**src/rtl/demultiplexor_serial_32.sv**
```systemverilog
// Serial-to-parallel 1:32 demultiplexer with its own 5-bit select counter; optional parity bit via DEMUX_PARITY_EN.
// Latency: y/y_valid registered, visible right after the edge that accepts the last bit of a frame.
// Backpressure: none; d_valid qualifies each bit, gaps of any length are held without state change.
module demultiplexor_serial_32 (
    input  logic        clk,
    input  logic        rst_n,
    input  logic        sync,
    input  logic        d,
    input  logic        d_valid,
    output logic [4:0]  s,
    output logic [31:0] y,
    output logic        y_valid,
    output logic        busy
`ifdef DEMUX_PARITY_EN
    ,
    output logic        parity_err
`endif
);

`ifdef DEMUX_PARITY_EN
    typedef enum logic {ST_COLLECT = 1'b0, ST_PAR = 1'b1} state_t;
`else
    typedef enum logic {ST_COLLECT = 1'b0} state_t;
`endif

    state_t      r_state;
    state_t      w_state_nxt;
    logic [4:0]  r_s;
    logic [4:0]  w_s_nxt;
    logic [31:0] r_shadow;
    logic [31:0] w_shadow_nxt;
    logic [31:0] r_y;
    logic [31:0] w_y_nxt;
    logic        r_y_valid;
    logic        w_y_valid_nxt;
    logic        r_busy;
    logic        w_busy_nxt;
`ifdef DEMUX_PARITY_EN
    logic        r_parity_err;
    logic        w_parity_err_nxt;
`endif

    // State register: reset discards any partial frame asynchronously.
    always_ff @(posedge clk or negedge rst_n) begin
        if (!rst_n) begin
            r_state   <= ST_COLLECT;
            r_s       <= 5'd0;
            r_shadow  <= 32'h0000_0000;
            r_y       <= 32'h0000_0000;
            r_y_valid <= 1'b0;
            r_busy    <= 1'b0;
`ifdef DEMUX_PARITY_EN
            r_parity_err <= 1'b0;
`endif
        end else begin
            r_state   <= w_state_nxt;
            r_s       <= w_s_nxt;
            r_shadow  <= w_shadow_nxt;
            r_y       <= w_y_nxt;
            r_y_valid <= w_y_valid_nxt;
            r_busy    <= w_busy_nxt;
`ifdef DEMUX_PARITY_EN
            r_parity_err <= w_parity_err_nxt;
`endif
        end
    end

    // Next-state logic: sync wins over everything, then accepted bits advance the frame.
    always_comb begin
        w_state_nxt   = r_state;
        w_s_nxt       = r_s;
        w_shadow_nxt  = r_shadow;
        w_y_nxt       = r_y;
        w_y_valid_nxt = 1'b0;
`ifdef DEMUX_PARITY_EN
        w_parity_err_nxt = r_parity_err;
`endif
        if (sync) begin
            // Restart the frame; a coincident bit becomes index 0 of the new frame.
            w_state_nxt = ST_COLLECT;
            if (d_valid) begin
                w_shadow_nxt[0] = d;
                w_s_nxt         = 5'd1;
            end else begin
                w_s_nxt = 5'd0;
            end
        end else if (d_valid) begin
            case (r_state)
                ST_COLLECT: begin
                    w_shadow_nxt[r_s] = d;
                    if (r_s == 5'd31) begin
`ifdef DEMUX_PARITY_EN
                        // Hold s at 31 and wait for the parity bit.
                        w_state_nxt = ST_PAR;
`else
                        w_y_nxt       = {d, r_shadow[30:0]};
                        w_y_valid_nxt = 1'b1;
                        w_s_nxt       = 5'd0;
`endif
                    end else begin
                        w_s_nxt = r_s + 5'd1;
                    end
                end
`ifdef DEMUX_PARITY_EN
                ST_PAR: begin
                    // Word is published even when parity is bad; the flag rides with y_valid.
                    w_y_nxt          = r_shadow;
                    w_y_valid_nxt    = 1'b1;
                    w_parity_err_nxt = (^r_shadow) ^ d;
                    w_s_nxt          = 5'd0;
                    w_state_nxt      = ST_COLLECT;
                end
`endif
                default: begin
                    w_state_nxt = ST_COLLECT;
                    w_s_nxt     = 5'd0;
                end
            endcase
        end
    end

    // busy is registered from the next-state values so it tracks s without a lag.
    always_comb begin
`ifdef DEMUX_PARITY_EN
        w_busy_nxt = (w_s_nxt != 5'd0) || (w_state_nxt == ST_PAR);
`else
        w_busy_nxt = (w_s_nxt != 5'd0);
`endif
    end

    assign s       = r_s;
    assign y       = r_y;
    assign y_valid = r_y_valid;
    assign busy    = r_busy;
`ifdef DEMUX_PARITY_EN
    assign parity_err = r_parity_err;
`endif

endmodule

```
**config.mk**
```make
export PLATFORM = sky130hd
export DESIGN_NAME = demultiplexor_serial_32
export DESIGN_NICKNAME = d
export VERILOG_FILES = /design/src/rtl/demultiplexor_serial_32.sv
export SDC_FILE = /design/constraint.sdc
export NUM_CORES = 1
export LEC_CHECK = 0
export ABC_CLOCK_PERIOD_IN_PS = 2800
export BUFFER_PORTS_ARGS = -buffer_cell sky130_fd_sc_hd__buf_2
export CAP_MARGIN = 40
export CORE_ASPECT_RATIO = 0.9
export CORE_MARGIN = 1
export CORE_UTILIZATION = 35
export DETAILED_ROUTE_END_ITERATION = 12
export MAX_ROUTING_LAYER = met4
export PLACE_DENSITY = 0.55
export SETUP_SLACK_MARGIN = 0.4
export SYNTH_ARGS = -nofsm -noshare
export SYNTH_HDL_FRONTEND = slang
export SYNTH_SLANG_ARGS = --single-unit
```
**constraint.sdc**
```tcl
create_clock -name clk -period 2.8 [get_ports clk]
set_input_delay 0.28 -clock clk [delete_from_list [all_inputs] [get_ports clk]]
set_output_delay 0.28 -clock clk [all_outputs]
set_load 0.01 [all_outputs]
```
==> impl_metrics.env <==
export IMPL_ys_ff_latch=70
export IMPL_cts_buffers_inserted=9
export IMPL_synth_top_cell_by_area="dfrtp_1"
export IMPL_boundaryPins=44
export IMPL_synth_top_area_share_pct=58.2
export IMPL_period_needed_ps=2130
export IMPL_core_area_um2=8180
export IMPL_yosysWarningCount=0
export IMPL_die_w_um=99.7
export IMPL_final_common_cell="dfrtp_1"
export IMPL_cp_start_kind="register"
export IMPL_via_count=1830
export IMPL_outcome="completed"
export IMPL_worst_setup_path_type="reg -> reg"
export IMPL_crit_path_start="s[0]"
export IMPL_synth_area_top_cells="dfrtp_1 (58%), mux2_2 (23%), nand2_1 (2.6%)"
export IMPL_syn_mean_instance_area_um2=13.3
export IMPL_whs_ps=228
export IMPL_p_leak_uw=0.00186
export IMPL_finClkSkew_ps=4.35
export IMPL_clock_fmax_mhz=469
export IMPL_syn_nets=237
export IMPL_antenna_found_initial=0
export IMPL_grt_pass1_wl_um=9780
export IMPL_mappedNetlistArea_um2=3010
export IMPL_row_count=31
export IMPL_synth_edf_count=0
export IMPL_hp_start="sync"
export IMPL_finalMaxSlewViolations=0
export IMPL_power_uw=1950
export IMPL_drtIter0Drc=47
export IMPL_grt_pass1_vias=1896
export IMPL_clock_latency_ps=350
export IMPL_grt_max_degree=71
export IMPL_rsz0062_at_grt="no"
export IMPL_clockBufferDepth=2
export IMPL_cts_clk_slew_worst_paths_ps=70
export IMPL_min_path_type="in -> reg"
export IMPL_die_area_um2=8970
export IMPL_async_flop_share_pct=100
export IMPL_finalHoldViolCount=0
export IMPL_period_share_pct=76.1
export IMPL_tns_ps=0
export IMPL_ys_types=29
export IMPL_mostFrequentLayoutCells="dfrtp_1 (70), mux2_2 (62), buf_2 (43), nand2_1 (21), nor2_1 (19)"
export IMPL_ctsHtreeMaxLevel=3
export IMPL_layout_drive_gt1_share_pct=46.9
export IMPL_cp_max_fo=7
export IMPL_numClockSinks=70
export IMPL_maxCapViolations=0
export IMPL_wl_per_cell_um=14.4
export IMPL_yosysSeqAreaShare_pct=58.2
export IMPL_gp_congestion=0.781
export IMPL_antenna_cells=0
export IMPL_die_h_um=90.0
export IMPL_crit_arrival_ps=2360
export IMPL_avgViaCountPerCell=4.67
export IMPL_syn2layout_area_growth_pct=16.9
export IMPL_drc=0
export IMPL_setup_violations=0
export IMPL_endpoint_kind="register"
export IMPL_relSlewSlack_pct=66.0
export IMPL_antenna_left=0
export IMPL_ir_drop_uv=187
export IMPL_r2r_start="s[0]"
export IMPL_post_cts_buffers=0
export IMPL_grt_overflow_total=0
export IMPL_wl_um=5640
export IMPL_port_buffers=43
export IMPL_synth_main_ff_cell="dfrtp_1"
export IMPL_cp_required_ps=3030
export IMPL_powerDensity_nw_per_um2=553
export IMPL_tightest_slew_ps=511
export IMPL_track_usage_pct=14.8
export IMPL_finalNetCount=283
export IMPL_dr_pass1_iters=4
export IMPL_cts_root_buf="clkbuf_8"
export IMPL_synthCells=226
export IMPL_cts_tree="done"
export IMPL_hpwlAfterDp_um=3700
export IMPL_start_util_pct=36.8
-- state kept, by name (all words and copies together), names as in the netlist --
register / cells
y: 32
r_shadow: 31
s: 5
busy: 1
y_valid: 1
-- cell usage after synthesis (2+ instances only) --
library cell / n
buf_2: 4
clkbuf_1: 3
dfrtp_1: 70
nand3b_1: 3
buf_6: 2
inv_1: 4
buf_4: 3
nand3_1: 4
nor2_1: 19
o21ai_0: 3
and2_4: 3
ha_1: 6
a21oi_1: 2
mux2_2: 62
nand2_1: 21
o31ai_1: 2
nor3b_2: 3
-- through the flow --
| stage | setup WS [ps] | util (%) | instance area (µm²) | instances |
|---|---|---|---|---|
| floorplan | 818 | - | 3010 | 226 |
| global placement | 786 | 40.7 | 3330 | 375 |
| detailed placement | 697 | 40.7 | 3330 | 375 |
| CTS | 694 | 43.0 | 3520 | 392 |
| global route | 536 | 43.0 | 3520 | 392 |
| finish | 669 | 43.0 | 3520 | 392 |
-- worst paths after layout --
kind	to	cells past startpoint	slack [ps]
max in group asynchronous	r_shadow[29]	3	2010
min in group asynchronous	y[1]	3	470
worst max register to register	busy	7	670
worst min-delay path	s[1]	2	230
worst min register to register	y[16]	1	500
worst max-delay path	busy	7	670
-- power by group --
group	total (µW)	switching [µW]	internal, µW	leakage, µW
Sequential	1060	21.4	1040	0.000965
Combinational	112	67.3	44.6	0.000794
Clock	772	366	406	0.0000968
Total	1950	455	1490	0.00186
-- metal layers --
metal  global-route usage (%)  routed length, µm  vias to the layer above
li1                         -                  -                      868
met1                     20.4               2890                      915
met2                     19.2               2330                       35
met3                     3.42                247                       12
met4                     9.56                167                        0
met5                        -                  0                        -
-- what timing repair did --
action | 4_1_cts | 5_1_grt
gates resized for setup | 0 | 0
endpoints found under the hold margin | 70 | 0
hold buffers | 1 | 0
-- worst max-delay path: stages (launching register included) --
cell	delay (ps)
dfrtp_1	460
ha_1	280
and3_1	220
ha_1	200
nor2_1	50
a32oi_1	190
a21oi_1	100
or4_1	500
-- cell families (layout without fill, tap and decap cells) --
logic type	Yosys count	in the layout	synth area share (%)
flops	70	70	58.2
mux	63	63	23.5
simple gates	59	59	10.1
buf+inv	16	67	3.04
compound gates	11	11	2.33
fa+ha+maj	6	6	2.49
xor+xnor	1	1	0.291
-- final cells by class --
type | count | area, µm²
Sequential cell | 70 | 1750
Tap cell | 115 | 144
Multi-Input combinational cell | 140 | 1170
Inverter | 4 | 15.0
Timing Repair Buffer | 47 | 260
Clock inverter | 5 | 50.0
Clock buffer | 11 | 131
Fill cell | 764 | 4670
(Power assumes the default switching activity.)
